### config.mk
export PLATFORM = sky130hd
export DESIGN_NAME = pc_sequencer
export DESIGN_NICKNAME = d
export VERILOG_FILES = /design/src/rtl/pc_seq_pkg.sv /design/src/rtl/pc_sequencer_ras_stack.sv /design/src/rtl/pc_sequencer.sv
export SDC_FILE = /design/constraint.sdc
export NUM_CORES = 1
export LEC_CHECK = 0
export BUFFER_PORTS_ARGS = -buffer_cell sky130_fd_sc_hd__buf_2
export CORE_UTILIZATION = 52
export CTS_BUF_LIST = sky130_fd_sc_hd__clkbuf_4
export DETAILED_ROUTE_END_ITERATION = 12
export PLACE_DENSITY = 0.81
export SLEW_MARGIN = 20
export SYNTH_ARGS = -nofsm -noshare
export SYNTH_HDL_FRONTEND = slang
export SYNTH_SLANG_ARGS = --single-unit
### constraint.sdc
create_clock -name clk -period 3.5 [get_ports clk]
set_input_delay 0.7 -clock clk [delete_from_list [all_inputs] [get_ports clk]]
set_output_delay 0.7 -clock clk [all_outputs]
set_load 0.01 [all_outputs]
### src/rtl/pc_seq_pkg.sv
// Shared types for the next-PC sequencer: FSM states, the one-hot-per-cycle
// action chosen by the priority decode, and the decode helper itself.
package pc_seq_pkg;

  typedef enum logic [1:0] {
    SEQ_IDLE = 2'd0,
    SEQ_RUN  = 2'd1,
    SEQ_HALT = 2'd2
  } seq_state_e;

  typedef enum logic [2:0] {
    ACT_NONE   = 3'd0,
    ACT_STALL  = 3'd1,
    ACT_HALT   = 3'd2,
    ACT_RET    = 3'd3,
    ACT_CALL   = 3'd4,
    ACT_JUMP   = 3'd5,
    ACT_BRANCH = 3'd6
  } action_e;

  // Fixed-priority pick of the single action taken this cycle while running.
  function automatic action_e decode_action(
    input logic stall,
    input logic halt_req,
    input logic ret_req,
    input logic call_req,
    input logic jump_req,
    input logic branch_go
  );
    action_e act;
    act = ACT_NONE;
    if (stall)         act = ACT_STALL;
    else if (halt_req) act = ACT_HALT;
    else if (ret_req)  act = ACT_RET;
    else if (call_req) act = ACT_CALL;
    else if (jump_req) act = ACT_JUMP;
    else if (branch_go) act = ACT_BRANCH;
    return act;
  endfunction

endpackage

### src/rtl/pc_sequencer_ras_stack.sv
// Return-address stack: circular storage with a saturating occupancy count.
// A push while full overwrites the oldest entry; the top always reflects the
// most recent push.
//   clk, reset_n    : clock, async active-low reset
//   push, push_data : store push_data as new top (wins over pop)
//   pop             : discard the top entry (ignored when empty)
//   top             : most recently pushed live entry
//   empty, full     : occupancy status
module ras_stack
  import pc_seq_pkg::*;
#(
  parameter int unsigned D         = 10,
  parameter int unsigned RAS_DEPTH = 4
) (
  input  logic         clk,
  input  logic         reset_n,
  input  logic         push,
  input  logic [D-1:0] push_data,
  input  logic         pop,
  output logic [D-1:0] top,
  output logic         empty,
  output logic         full
);

  localparam int unsigned PW = (RAS_DEPTH > 1) ? $clog2(RAS_DEPTH) : 1;
  localparam int unsigned CW = $clog2(RAS_DEPTH + 1);

  logic [D-1:0]  mem [RAS_DEPTH];
  logic [PW-1:0] wr_ptr;
  logic [CW-1:0] count;
  logic [PW-1:0] top_idx;

  // wr_ptr points at the next free slot; power-of-two depth makes the wrap free.
  assign top_idx = wr_ptr - PW'(1);
  assign top     = mem[top_idx];
  assign empty   = (count == CW'(0));
  assign full    = (count == CW'(RAS_DEPTH));

  // Storage, pointer and saturating count update.
  always_ff @(posedge clk or negedge reset_n) begin
    if (!reset_n) begin
      wr_ptr <= PW'(0);
      count  <= CW'(0);
      for (int i = 0; i < int'(RAS_DEPTH); i++) begin
        mem[i] <= D'(0);
      end
    end else if (push) begin
      mem[wr_ptr] <= push_data;
      wr_ptr      <= wr_ptr + PW'(1);
      if (!full) begin
        count <= count + CW'(1);
      end
    end else if (pop && !empty) begin
      wr_ptr <= wr_ptr - PW'(1);
      count  <= count - CW'(1);
    end
  end

endmodule

### src/rtl/pc_sequencer.sv
// Next-PC controller: decides each cycle whether the PC increments or is
// redirected, with stall/halt freeze, relative branch, absolute jump and
// call/return through a small return-address stack.
//   clk, reset_n       : clock, async active-low reset
//   start              : leave IDLE
//   stall, halt_req    : freeze PC / stop execution
//   pc                 : current PC value
//   branch_*           : conditional relative branch (signed offset)
//   jump_req/addr      : absolute jump
//   call_req/addr      : call (push pc+1), ret_req: return (pop)
//   pc_jump_en/target  : combinational redirect to the PC register
//   running, halted    : state decode
//   ras_overflow/underflow : sticky RAS error flags
module pc_sequencer
  import pc_seq_pkg::*;
#(
  parameter int unsigned D         = 10,
  parameter int unsigned OFF_W     = 8,
  parameter int unsigned RAS_DEPTH = 4
) (
  input  logic             clk,
  input  logic             reset_n,
  input  logic             start,
  input  logic             stall,
  input  logic [D-1:0]     pc,
  input  logic             branch_req,
  input  logic             branch_taken,
  input  logic [OFF_W-1:0] branch_off,
  input  logic             jump_req,
  input  logic [D-1:0]     jump_addr,
  input  logic             call_req,
  input  logic [D-1:0]     call_addr,
  input  logic             ret_req,
  input  logic             halt_req,
  output logic             pc_jump_en,
  output logic [D-1:0]     pc_target,
  output logic             running,
  output logic             halted,
  output logic             ras_overflow,
  output logic             ras_underflow
);

  seq_state_e   state_q, state_nx;
  action_e      action;
  logic [D-1:0] pc_plus1;
  logic [D-1:0] off_ext;
  logic [D-1:0] branch_tgt;
  logic         ras_push, ras_pop;
  logic [D-1:0] ras_top;
  logic         ras_empty, ras_full;
  logic         ovf_set, unf_set;

  // All target arithmetic wraps modulo 2^D.
  assign pc_plus1   = pc + D'(1);
  assign off_ext    = {{(D-OFF_W){branch_off[OFF_W-1]}}, branch_off};
  assign branch_tgt = pc + off_ext;

  assign running = (state_q == SEQ_RUN);
  assign halted  = (state_q == SEQ_HALT);

  ras_stack #(
    .D         (D),
    .RAS_DEPTH (RAS_DEPTH)
  ) u_ras (
    .clk       (clk),
    .reset_n   (reset_n),
    .push      (ras_push),
    .push_data (pc_plus1),
    .pop       (ras_pop),
    .top       (ras_top),
    .empty     (ras_empty),
    .full      (ras_full)
  );

  // State register.
  always_ff @(posedge clk or negedge reset_n) begin
    if (!reset_n) begin
      state_q <= SEQ_IDLE;
    end else begin
      state_q <= state_nx;
    end
  end

  // Next state, priority decode and target mux; outside RUN the PC is frozen.
  always_comb begin
    state_nx   = state_q;
    action     = ACT_NONE;
    pc_jump_en = 1'b1;
    pc_target  = pc;
    ras_push   = 1'b0;
    ras_pop    = 1'b0;
    ovf_set    = 1'b0;
    unf_set    = 1'b0;
    case (state_q)
      SEQ_IDLE: begin
        if (start) state_nx = SEQ_RUN;
      end
      SEQ_RUN: begin
        action = decode_action(stall, halt_req, ret_req, call_req, jump_req,
                               branch_req & branch_taken);
        case (action)
          ACT_STALL: ;
          ACT_HALT:  state_nx = SEQ_HALT;
          ACT_RET: begin
            if (ras_empty) begin
              pc_jump_en = 1'b0;
              pc_target  = pc_plus1;
              unf_set    = 1'b1;
            end else begin
              pc_target = ras_top;
              ras_pop   = 1'b1;
            end
          end
          ACT_CALL: begin
            pc_target = call_addr;
            ras_push  = 1'b1;
            ovf_set   = ras_full;
          end
          ACT_JUMP:   pc_target = jump_addr;
          ACT_BRANCH: pc_target = branch_tgt;
          default: begin
            pc_jump_en = 1'b0;
            pc_target  = pc_plus1;
          end
        endcase
      end
      SEQ_HALT: ;
      default: state_nx = SEQ_IDLE;
    endcase
  end

  // Sticky RAS error flags, cleared only by reset.
  always_ff @(posedge clk or negedge reset_n) begin
    if (!reset_n) begin
      ras_overflow  <= 1'b0;
      ras_underflow <= 1'b0;
    end else begin
      if (ovf_set) ras_overflow  <= 1'b1;
      if (unf_set) ras_underflow <= 1'b1;
    end
  end

endmodule

## Yosys cells after proc, flatten, opt, wreduce, memory -nomap -nowiden

Cells that the tools add are included.

- Register bits: 49
- Output and inout bits: 15
- Word-level logic and storage cells: 80
- Bits of input ports: 48

- Order comparisons: 3
- Equality and inequality tests: 12
- Bitwise gates (word level): 4
- Muxes and demuxes: 36
- Add/subtract/negate cells: 6
- Reductions and logical operators: 10

Operator list:

| kind | number |
|---|---|
| 2-to-1 mux 10 bit | 5 |
| one-hot mux 10 bit (5 select lines) | 1 |
| bitwise mux 40 bit | 1 |
| 2-to-1 mux 3 bit | 10 |
| binary-select mux 10 bit (select 2 bit) | 1 |
| demux 10 bit (select 2 bit) | 1 |
| == test 3 bit (second input constant) | 4 |
| 2-to-1 mux 1 bit | 11 |
| adder 10 x 1 -> 10 bit (second input constant) | 1 |
| adder 10 bit | 1 |
| 2-to-1 mux 2 bit | 4 |
| == test 3 x 2 -> 1 bit (second input constant) | 2 |
| >= comparator 3 bit (second input constant) | 2 |
| inverter 2 -> 3 bit | 2 |
| one-hot mux 2 bit (3 select lines) | 1 |
| OR reduction 5 bit | 1 |
| inequality test 2 bit (second input constant) | 2 |
| adder 3 x 1 -> 3 bit (second input constant) | 1 |
| == test 3 x 1 -> 1 bit (second input constant) | 1 |
| zero test 3 bit | 1 |
| < comparator 3 x 1 -> 1 bit (second input constant) | 1 |
| AND reduction 3 bit | 1 |
| subtractor 3 x 1 -> 3 bit (second input constant) | 1 |
| adder 2 x 1 -> 2 bit (second input constant) | 1 |
| other kinds (13) | 14 |

## Longest topological paths before layout

Gate-level depths: netlist of run 1.

- Word-level depth: 14
- Mapped depth: 10
- Mapped depth without buffers: 9

## Hierarchy

From an unflattened synthesis of run 1, not the netlist that was laid out.

- Cells, all modules: 320
- Area total of the unflattened synthesis: 3479.6 sq um

By module, submodules not included:

| module | seq. area each (sq um) | times used | cells an instance | area each (sq um) |
|---|---|---|---|---|
| ras_stack | 1126.1 | 1 | 136 | 2144.6 |
| pc_sequencer | 100.1 | 1 | 184 | 1335.0 |

## Worst setup path after synthesis of run 1

No wires, ideal clock.

- Path kind: input to output
- Start: input port pc[0]
- End: output port pc_target[6]
- Slack: 0.471 ns
- Buffers on the path: 0
- Required time: 2.800 ns
- Cell stages on the path: 9
- Arrival: 2.329 ns
- Cells stage by stage: ha_1 inv_1 fa_1 nor2b_1 o31a_1 o21ai_0 nand2b_1 xnor2_1 o311ai_0

- Word-level cells in the longest chain between the ends: 4

Ends and longest elaborated chain:

| element | line | RTL |
|---|---|---|
| start: declaration | pc_sequencer.sv:25 | `input logic [D-1:0] pc,` |
| adder 10 x 1 -> 10 bit | pc_sequencer.sv:54 | `assign pc_plus1 = pc + D'(1);` |
| 2-to-1 mux 10 bit | pc_sequencer.sv:105 | `if (ras_empty) begin` |
| one-hot mux 10 bit (5 select lines) * | pc_sequencer.sv:101 | `case (action)` |
| 2-to-1 mux 10 bit * | pc_sequencer.sv:94 | `case (state_q)` |
| end: declaration | pc_sequencer.sv:36 | `output logic [D-1:0] pc_target,` |

Mark *: on every way between the ends. The rest lies on a longest branch, timed or not.

## Final worst setup path of run 1

- Start: input port pc[0]
- End: output port pc_target[2]

Same word-level chain as after synthesis.

==> results of run 1 <==
[final cells by class]
cell class,count,area (um2)
Clock inverter,3,21.27
Multi-Input combinational cell,305,2125
Inverter,12,45.04
Tap cell,77,96.34
Timing Repair Buffer,71,380.4
Fill cell,563,2491
Clock buffer,5,37.54
Sequential cell,49,1226
[cells in the final DEF (no fill, tap or decap), types with 3 or more instances in the layout]
cell      netlist  final
o31ai_1         5      5
nand2_1        62     62
o21ai_0        59     58
clkbuf_4        0      5
and2_1          3      3
nand2b_1        6      6
xnor2_1         5      5
ha_1           14     14
mux4_2         10     10
inv_1          11     11
nor3_1          9      9
buf_4           0     10
nand2_2         4      4
o221ai_1        3      3
o311ai_0        4      3
dfrtp_1        49     49
nor2_1         14     14
nand3_1         9      9
a22oi_1         3      3
a21oi_1        12     12
mux2i_1         4      4
nand4_1         4      4
o311ai_1        2      3
buf_2           1     61
xor2_1         11     11
a31oi_1         6      6
mux2_2          4      4
[final timing paths]
kind                                             start                          end  slack (ps)
worst max-delay path                             pc[0]                 pc_target[2]         210
worst min-delay path                           reset_n     u_ras.mem[2]$_DFFE_PN0P_         300
worst max register to register  state_q[1]$_DFFE_PN0P_   u_ras.count[1]$_DFFE_PN0P_        1610
worst min register to register  state_q[1]$_DFFE_PN0P_       state_q[0]$_DFFE_PN0P_         470
max in group asynchronous                      reset_n  u_ras.wr_ptr[1]$_DFFE_PN0P_        2790
min in group clk                state_q[1]$_DFFE_PN0P_       state_q[0]$_DFFE_PN0P_         470
[sequential cells by signal (all words and copies together) (netlist names)]
| name | cells |
|---|---|
| ras_overflow | 1 |
| ras_underflow | 1 |
| state_q | 2 |
| u_ras.count | 3 |
| u_ras.mem | 40 |
| u_ras.wr_ptr | 2 |
[cell usage after synthesis (3+ instances only)]
master	count
xnor2_1	5
and2_1	3
o21ai_0	59
nand2_1	62
dfrtp_1	49
ha_1	14
mux2_2	4
nor2_1	14
mux4_2	10
nand3_1	9
o311ai_0	4
a22oi_1	3
a31oi_1	6
clkbuf_1	14
a21oi_1	12
inv_1	11
nand4_1	4
mux2i_1	4
nor3_1	9
xor2_1	11
buf_6	3
nand2_2	4
o31ai_1	5
o221ai_1	3
nand2b_1	6
[metal layers]
| metal | track usage | up-vias | wire length [um] |
|---|---|---|---|
| li1 | - | 1538 | - |
| met4 | 0.07053 | 0 | 163 |
| met3 | 0.04748 | 21 | 512 |
| met1 | 0.3489 | 1573 | 3887 |
| met2 | 0.4523 | 127 | 4355 |
| met5 | 0 | - | 0 |
[worst register-to-register path, delay by kind of cell (launching register included)]
| family | cells | cell delay (ps) |
|---|---|---|
| AO/OA/AOI/OAI | 1 | 210 |
| adder cells (fa/ha/maj) | 1 | 440 |
| buffers and inverters | 2 | 280 |
| flip-flops | 1 | 420 |
| AND/OR/NAND/NOR | 2 | 440 |
[through the flow]
step | area [um2] | setup slack (ps)
floorplan | 3487 | 470.5
global placement | 3870 | 226.0
detailed placement | 3870 | 227.7
CTS | 3929 | 212.2
global route | 3931 | 69.21
finish | 3931 | 213.4
[power breakdown]
group          internal, W  switching (W)
combinational     0.000492       0.000617
sequential        0.000737       0.000114
clock            0.0000802       0.000194
total              0.00131       0.000926
[cell families after synthesis]
logic type / synth area share
AOI/OAI and AO/OA: 0.2411
xor gates and xnor gates: 0.04019
adders and majority gates: 0.06172
buffers and inverters: 0.03911
DFF: 0.3516
muxes: 0.08899
and+or+nand+nor: 0.1773
[repair_timing]
item                                   CTS  global route
endpoints found under the hold margin    0             0
setup endpoints to repair                0             2
gates resized for setup                  0             2
==> qor.yml, run 1 <==
final_cells: 522
die_h_um: 83.89
p_per_area_mw_per_mm2: 568.4
synthCells: 384
cap_violations: 0
dieArea_mm2: 0.007038
drive_gt1_frac: 0.2472
fin_util: 0.6121
grt_setup_unrepaired: "no"
fin_tns_setup_ps: 0
yosysWarnings: 0
hold_viol_final: 0
grt_max_degree: 50
cp-end-kind: "output pin"
wl_per_cell_um: 17.09
leakage_nw: 1.755
synthesis.nets: 448
ys_async_sr_fraction: 1.000
whs_ps: 299.0
crit_buf_inv: 3
fmax_mhz: 304.3
path_cells: "buf_2, ha_1, inv_1, fa_1, xnor2_1, o311ai_0, o22ai_1, a211oi_1, o311ai_1, buf_2"
status: "complete, but fails checks"
r2r.worst_path.cells: 6
setup_viol: 0
via_per_inst: 6.243
port_buffers: 62
die_w_um: 83.89
drtPass1Iterations: 9
grt_overflow: 0
synth_area_leaders: "dfrtp_1, o21ai_0, nand2_1"
cts_sinks: 49
yosysSeqAreaShare: 0.3516
maxSlewHeadroom: 0.5962
start_util: 0.5430
cp_max_fo: 9
total_power_w: 0.002235
gp_congestion: 0.9201
drtIter0Drc: 207
path_class: "in2out"
synth_top_area_frac: 0.3516
failed_checks: "DRC"
cts_buffer_depth: 2
post-route-period-util: 0.9390
hp-class: "in2async"
cp-start-kind: "input port"
min_period_ps: 3287
row_count: 29
core_mm2: 0.006422
cts_setup_buffers: 0
postRouteAntennaNets: 0
antenna_cells: 0
crit_top_cell: "buf_2"
hold_buffers: 0
grt_usage: 0.2657
clockRootBuffer: "clkbuf_4"
tightest_slew_ps: 605.8
grt_pass1_wl_um: 14930
cts-buffers-inserted: 5
path_clk_slew_ps: 150
yosys.area.top_type: "dfrtp_1"
synthDistinctLibCells: 64
avgSynthCellArea_um2: 9.081
cp.required_ps: 2800
worstPathArrival_ps: 2590
antenna_found_initial: 0
nets: 508
fin_skew_ps: 16.05
grt_pass1_vias: 3136
path_depth: 10
ys_ff_latch: 49
slowest_delay_ps: 400
cp_slowest_cell: "fa_1"
crit_family: "compound AO/OA/AOI/OAI gates"
ys.flop_type: "dfrtp_1"
cts_tree: "built"
worstSkewPairLatency_ps: 390
drc_errors: 2
drv_slew: 0
areaGrowthSynthToFinish_pct: 12.74
ios: 63
hpwl_um: 6625
synth_edf_count: 0
netlist_area_mm2: 0.003487
wirelength_um: 8919
ir_drop_v: 0.0005103
vias: 3259
dp_cells: 514
cts-htree-levels: 2
Power figures use the tool's default switching activity.
==> run 2: changes to the inputs <==
==> constraint.sdc (replaced) <==
create_clock -name clk -period 3.5 [get_ports clk]
set_input_delay 0.175 -clock clk [delete_from_list [all_inputs] [get_ports clk]]
set_output_delay 0.175 -clock clk [all_outputs]
set_load 0.01 [all_outputs]
==> run 2 against run 1 <==
The run still ends with DRC left. Routed wire length shrank 0.30%. Flip-flop and latch count is the same. Sequential share of layout area shrank 0.069 points. Global-route usage grew 0.15 points. Critical endpoint unchanged. Largest cell class unchanged.
==> qor.yml, run 2 (same netlist as run 1, synthesis figures left out) <==
status: "complete, but fails checks"
failed_checks: "DRC"
multi_input_area_mm2: 0.002125  # unchanged
ios: 63  # unchanged
core_mm2: 0.006422  # unchanged
wl_per_cell_um: 17.20  # +0.66%
ir_drop_v: 0.0004659  # -8.7%
cts_sinks: 49  # unchanged
path_clk_slew_ps: 140  # about the same
cap_violations: 0  # unchanged
slowest_delay_ps: 600  # +200 ps
antenna_found_initial: 0  # unchanged
tightest_slew_ps: 640.6  # +34.78 ps
hpwl_um: 6623  # about the same
dp_slack_ps: 1129  # +901.8 ps
worst_slack_ps: 693.9  # +480.6 ps
clockRootBuffer: "clkbuf_4"
grt_setup_unrepaired: "no"
drtPass1Iterations: 9  # unchanged
power.switching_w: 0.0008989  # -2.9%
crit_buf_inv: 2  # -1
die_h_um: 83.89  # unchanged
reg2reg_setup_slack_ps: 1640  # +30 ps
drc_errors: 2  # unchanged
setup_viol: 0  # unchanged
crit_top_cell: "nand2_1"
row_count: 29  # unchanged
r2r-end: "u_ras.count[1]$_DFFE_PN0P_"
hold_viol_final: 0  # unchanged
start_util: 0.5430  # unchanged
cp-end-kind: "output pin"
leakage_nw: 1.750  # -0.27%
die_w_um: 83.89  # unchanged
largestRegisters: "u_ras.mem x40, u_ras.count x3"
grt_pass1_wl_um: 15140  # +1.4%
cp_slowest_cell: "ha_1"
port_buffers: 62  # unchanged
grt_overflow: 0  # unchanged
p_per_area_mw_per_mm2: 593.3  # +4.4%
cts-buffers-inserted: 5  # unchanged
final_cell_mix: "nand2_1, buf_2, o21ai_0"
cts_buffer_depth: 2  # unchanged
antenna_cells: 0  # unchanged
hold_end: "state_q[0]$_DFFE_PN0P_"
p_int_w: 0.001439  # +9.9%
min_period_ps: 2806  # -480.6 ps
sequential_cell_area_mm2: 0.001226  # unchanged
post-route-period-util: 0.8017  # -0.1373
path_depth: 9  # -1
wirelength_um: 8892  # -0.30%
place_area_mm2: 0.003825  # -1.2%
via_per_inst: 6.284  # +0.66%
top_register: "u_ras.mem"
cts-htree-levels: 2  # unchanged
cp_max_fo: 12  # +3
drv_slew: 0  # unchanged
cp-start-kind: "flop"
path_cells: "inv_1, ha_1, mux4_2, nand2_1, o21ai_0, a32o_1, nand2_1, o311ai_1, buf_2"
total_power_w: 0.002338  # +4.6%
cp.required_ps: 3320  # +520 ps
areaGrowthSynthToFinish_pct: 12.99
fin_tns_setup_ps: 0  # unchanged
postRouteAntennaNets: 0  # unchanged
fmax_mhz: 356.4  # +17%
worstSkewPairLatency_ps: 360  # -30 ps
nFillCells: 578  # +2.7%
switching_share: 0.3846  # -0.02964
r2r.worst_path.cells: 6  # unchanged
grt_usage: 0.2672  # +0.001480
largest_reg_flops: 40  # unchanged
grt_max_degree: 50  # unchanged
hold_path_startpoint: "start"
seq_power_share: 0.364  # -0.017
reg2reg_from: "state_q[1]$_DFFE_PN0P_"
layout_commonest_cell: "nand2_1"
grt_pass1_vias: 3096  # -1.3%
fin_skew_ps: 10.32  # -5.730 ps
p_clk_frac: 0.172  # +0.049
path_class: "reg2out"
dieArea_mm2: 0.007038  # unchanged
hp-class: "in2reg"
min_path_cells: 3
hold_buffers: 0  # unchanged
drtIter0Drc: 292  # +41%
crit_family: "adder cells"
ctsResizeCount: 0  # unchanged
drive_gt1_frac: 0.2386  # -0.008555
gp_congestion: 0.8958  # -2.6%
whs_ps: 52.87  # -246.1 ps
design_area_mm2: 0.003940  # +0.22%
worstPathArrival_ps: 2630  # +40 ps
cts_setup_buffers: 0  # unchanged
nets: 503  # -0.98%
cts_tree: "built"
p_comb_frac: 0.464  # -0.032
vias: 3249  # -0.31%
maxSlewHeadroom: 0.5697  # -0.02647
run 2: worst reg2reg max path: stages (launching register included):
cell and delay (ps):
dfrtp_1 410, nand2b_1 140, buf_4 200, nor2_4 280, inv_2 90, fa_1 440
o22a_1 220
run 2: cell type report:
type,instances,share of cell area
Clock buffer,5,0.009527
Multi-Input combinational cell,305,0.5392
Tap cell,77,0.02445
Sequential cell,49,0.3112
Clock inverter,3,0.01651
Inverter,12,0.01143
Timing Repair Buffer,66,0.08765
run 2: worst max path at each step:
stage	to	slack, ps	from
after detailed placement	pc_target[2]	1130	u_ras.wr_ptr[1]$_DFFE_PN0P_
after floorplan	pc_target[9]	1000	u_ras.wr_ptr[0]$_DFFE_PN0P_
final	pc_target[2]	690	u_ras.wr_ptr[1]$_DFFE_PN0P_
after global placement	pc_target[6]	1150	pc[0]
after global routing	pc_target[3]	540	u_ras.wr_ptr[1]$_DFFE_PN0P_
after CTS	pc_target[6]	700	u_ras.wr_ptr[1]$_DFFE_PN0P_
run 2: per-stage QoR:
stage / util / instances
6_report: 0.6135 / 517
2_1_floorplan: - / 384
3_5_place_dp: 0.5956 / 508
3_3_place_gp: 0.5956 / 508
4_1_cts: 0.6115 / 516
5_1_grt: 0.6135 / 517
run 2: metal layers:
metal | track usage | vias to the layer above | share of wire
met4 | 0.05486 | 0 | 0.018
met1 | 0.3692 | 1563 | 0.43
met3 | 0.04748 | 22 | 0.057
li1 | - | 1531 | -
met5 | 0 | - | 0
met2 | 0.4411 | 133 | 0.49
run 2: power by group through the flow:
stage	combinational, W	clock, W	sequential, W
2_1_floorplan	0.000798	0	0.000831
3_3_place_gp	0.00104	0	0.000853
3_5_place_dp	0.00107	0	0.000862
4_1_cts	0.00108	0.000411	0.000852
5_1_grt	0.00120	0.000430	0.000873
6_report	0.00108	0.000402	0.000851
==> run 3: changes to the inputs <==
==> constraint.sdc (replaced) <==
create_clock -name clk -period 2.9 [get_ports clk]
set_input_delay 0.145 -clock clk [delete_from_list [all_inputs] [get_ports clk]]
set_output_delay 0.145 -clock clk [all_outputs]
set_load 0.01 [all_outputs]
==> run 3 against run 2 <==
The flow still finishes with violations (DRC). Final area fell by 0.76%. Core utilization down 0.47 points. Global-route usage fell by 0.82 points. Combinational power grew 22%. First-iteration DRC count shrank 21%. Clock skew fell by 3.5 ps. Die area unchanged. Sequential share of layout area is 0.24 points higher. Sequential power rose by 20%. Non-clock buffer count rose by 2.
==> qor.yml, run 3 (same netlist as run 1, synthesis figures left out) <==
setup_viol: 0  # unchanged
port_buffers: 62  # unchanged
antenna_cells: 0  # unchanged
nets: 505  # +0.40%
final_cell_mix: "nand2_1, buf_2, o21ai_0"
dieArea_mm2: 0.007038  # unchanged
cts-buffers-inserted: 5  # unchanged
die_h_um: 83.89  # unchanged
wl_per_cell_um: 17.02  # -1.1%
ios: 63  # unchanged
via_per_inst: 6.235  # -0.78%
vias: 3236  # -0.40%
p_per_area_mw_per_mm2: 677.4  # +14%
worstPathArrival_ps: 2560  # -70 ps
cts_sinks: 49  # unchanged
tightest_slew_ps: 622.7  # -17.88 ps
total_power_w: 0.002649  # +13%
cts-htree-levels: 2  # unchanged
cp.required_ps: 2760  # -560 ps
hpwl_um: 6630  # about the same
start_util: 0.5430  # unchanged
hp-class: "in2reg"
hold_path_startpoint: "start"
reg2reg_from: "state_q[1]$_DFFE_PN0P_"
postRouteAntennaNets: 0  # unchanged
min_period_ps: 2707
fmax_mhz: 369.4
status: "complete, but fails checks"
path_clk_slew_ps: 140  # about the same
post-route-period-util: 0.9335
drv_slew: 0  # unchanged
cp-start-kind: "flop"
fin_skew_ps: 6.814  # -3.504 ps
row_count: 29  # unchanged
drtPass1Iterations: 9  # unchanged
layout_commonest_cell: "nand2_1"
gp_congestion: 0.9122  # +1.8%
drtIter0Drc: 231  # -21%
largest_reg_flops: 40  # unchanged
antenna_found_initial: 0  # unchanged
cts_tree: "built"
cts_buffer_depth: 2  # unchanged
setup.worst_path.start: "u_ras.wr_ptr[1]$_DFFE_PN0P_"
top_register: "u_ras.mem"
drc_errors: 2  # unchanged
cts_setup_buffers: 0  # unchanged
grt_overflow: 0  # unchanged
cap_violations: 0  # unchanged
grt_max_degree: 50  # unchanged
worstSkewPairLatency_ps: 360  # about the same
grt_pass1_wl_um: 14660  # -3.2%
place_area_mm2: 0.003840  # +0.39%
fin_tns_setup_ps: 0  # unchanged
design_area_mm2: 0.003910  # -0.76%
clockRootBuffer: "clkbuf_4"
core_mm2: 0.006422  # unchanged
cp-end-kind: "output pin"
grt_setup_unrepaired: "no"
failed_checks: "DRC"
areaGrowthSynthToFinish_pct: 12.13
hold_viol_final: 0  # unchanged
ir_drop_v: 0.0005547  # +19%
grt_usage: 0.2590  # -0.008227
die_w_um: 83.89  # unchanged
wirelength_um: 8832  # -0.67%
maxSlewHeadroom: 0.5834  # +0.01367
grt_pass1_vias: 3072  # -0.78%
drive_gt1_frac: 0.2443  # +0.005708
largestRegisters: "u_ras.mem x40, u_ras.count x3"
nFillCells: 562  # -2.8%
leakage_nw: 1.735  # -0.85%
cp_max_fo: 12  # unchanged
path_class: "reg2out"
[run 3: worst max-delay path, cell delays in order (launching register included)]
cell and delay (ps):
dfrtp_1 420, inv_1 110, ha_2 540, mux4_2 380, nand2_1 80, o21ai_0 70
a32o_1 260, nand2_1 60, o311ai_1 120, buf_2 180
[run 3: per-stage QoR]
step / setup slack [ps] / instances / util / hold slack [ps]
2_1_floorplan: 428.9 / 384 / - / -150.6
3_3_place_gp: 556.7 / 510 / 0.5979 / 382.7
3_5_place_dp: 497.4 / 510 / 0.5979 / 405.1
4_1_cts: 76.80 / 519 / 0.6080 / 22.97
5_1_grt: 53.71 / 519 / 0.6088 / 43.62
6_report: 192.8 / 519 / 0.6088 / 18.67
[run 3: repair_timing]
action / CTS / global route
setup endpoints to repair: 0 / 2
hold buffers: 1 / 0
gates resized for setup: 0 / 1
hold endpoints to repair: 25 / 0
[run 3: worst paths after layout]
check	to	slack, ps	cells past startpoint
worst min register to register	state_q[0]$_DFFE_PN0P_	440	1
min in group asynchronous	u_ras.mem[0]$_DFFE_PN0P_	320	2
max in group asynchronous	u_ras.mem[21]$_DFFE_PN0P_	2180	2
worst max register to register	u_ras.count[1]$_DFFE_PN0P_	950	5
worst max-delay path	pc_target[2]	190	9
worst min-delay path	state_q[0]$_DFFE_PN0P_	20	3
[run 3: per-layer routing]
layer  wire length, um  track usage
met5                 0            0
met4               123      0.06583
met2              4245       0.4307
met3               552      0.04550
met1              3911       0.3499
[run 3: report_power, final]
part / leakage (nW) / internal [W] / switching [W]
sequential: 0.654 / 0.000889 / 0.000132
combinational: 1.05 / 0.000585 / 0.000731
clock: 0.0310 / 0.0000919 / 0.000220
[run 3: area by class of cell]
| class | count | area (um2) | area share |
|---|---|---|---|
| multi-input combinational | 305 | 2127 | 0.5440 |
| sequential | 49 | 1226 | 0.3136 |
| timing repair buffer | 68 | 360.3 | 0.09216 |
| tap | 77 | 96.34 | 0.02464 |
| inverter | 12 | 45.04 | 0.01152 |
| clock buffer | 5 | 37.54 | 0.009600 |
| clock inverter | 3 | 17.52 | 0.004480 |
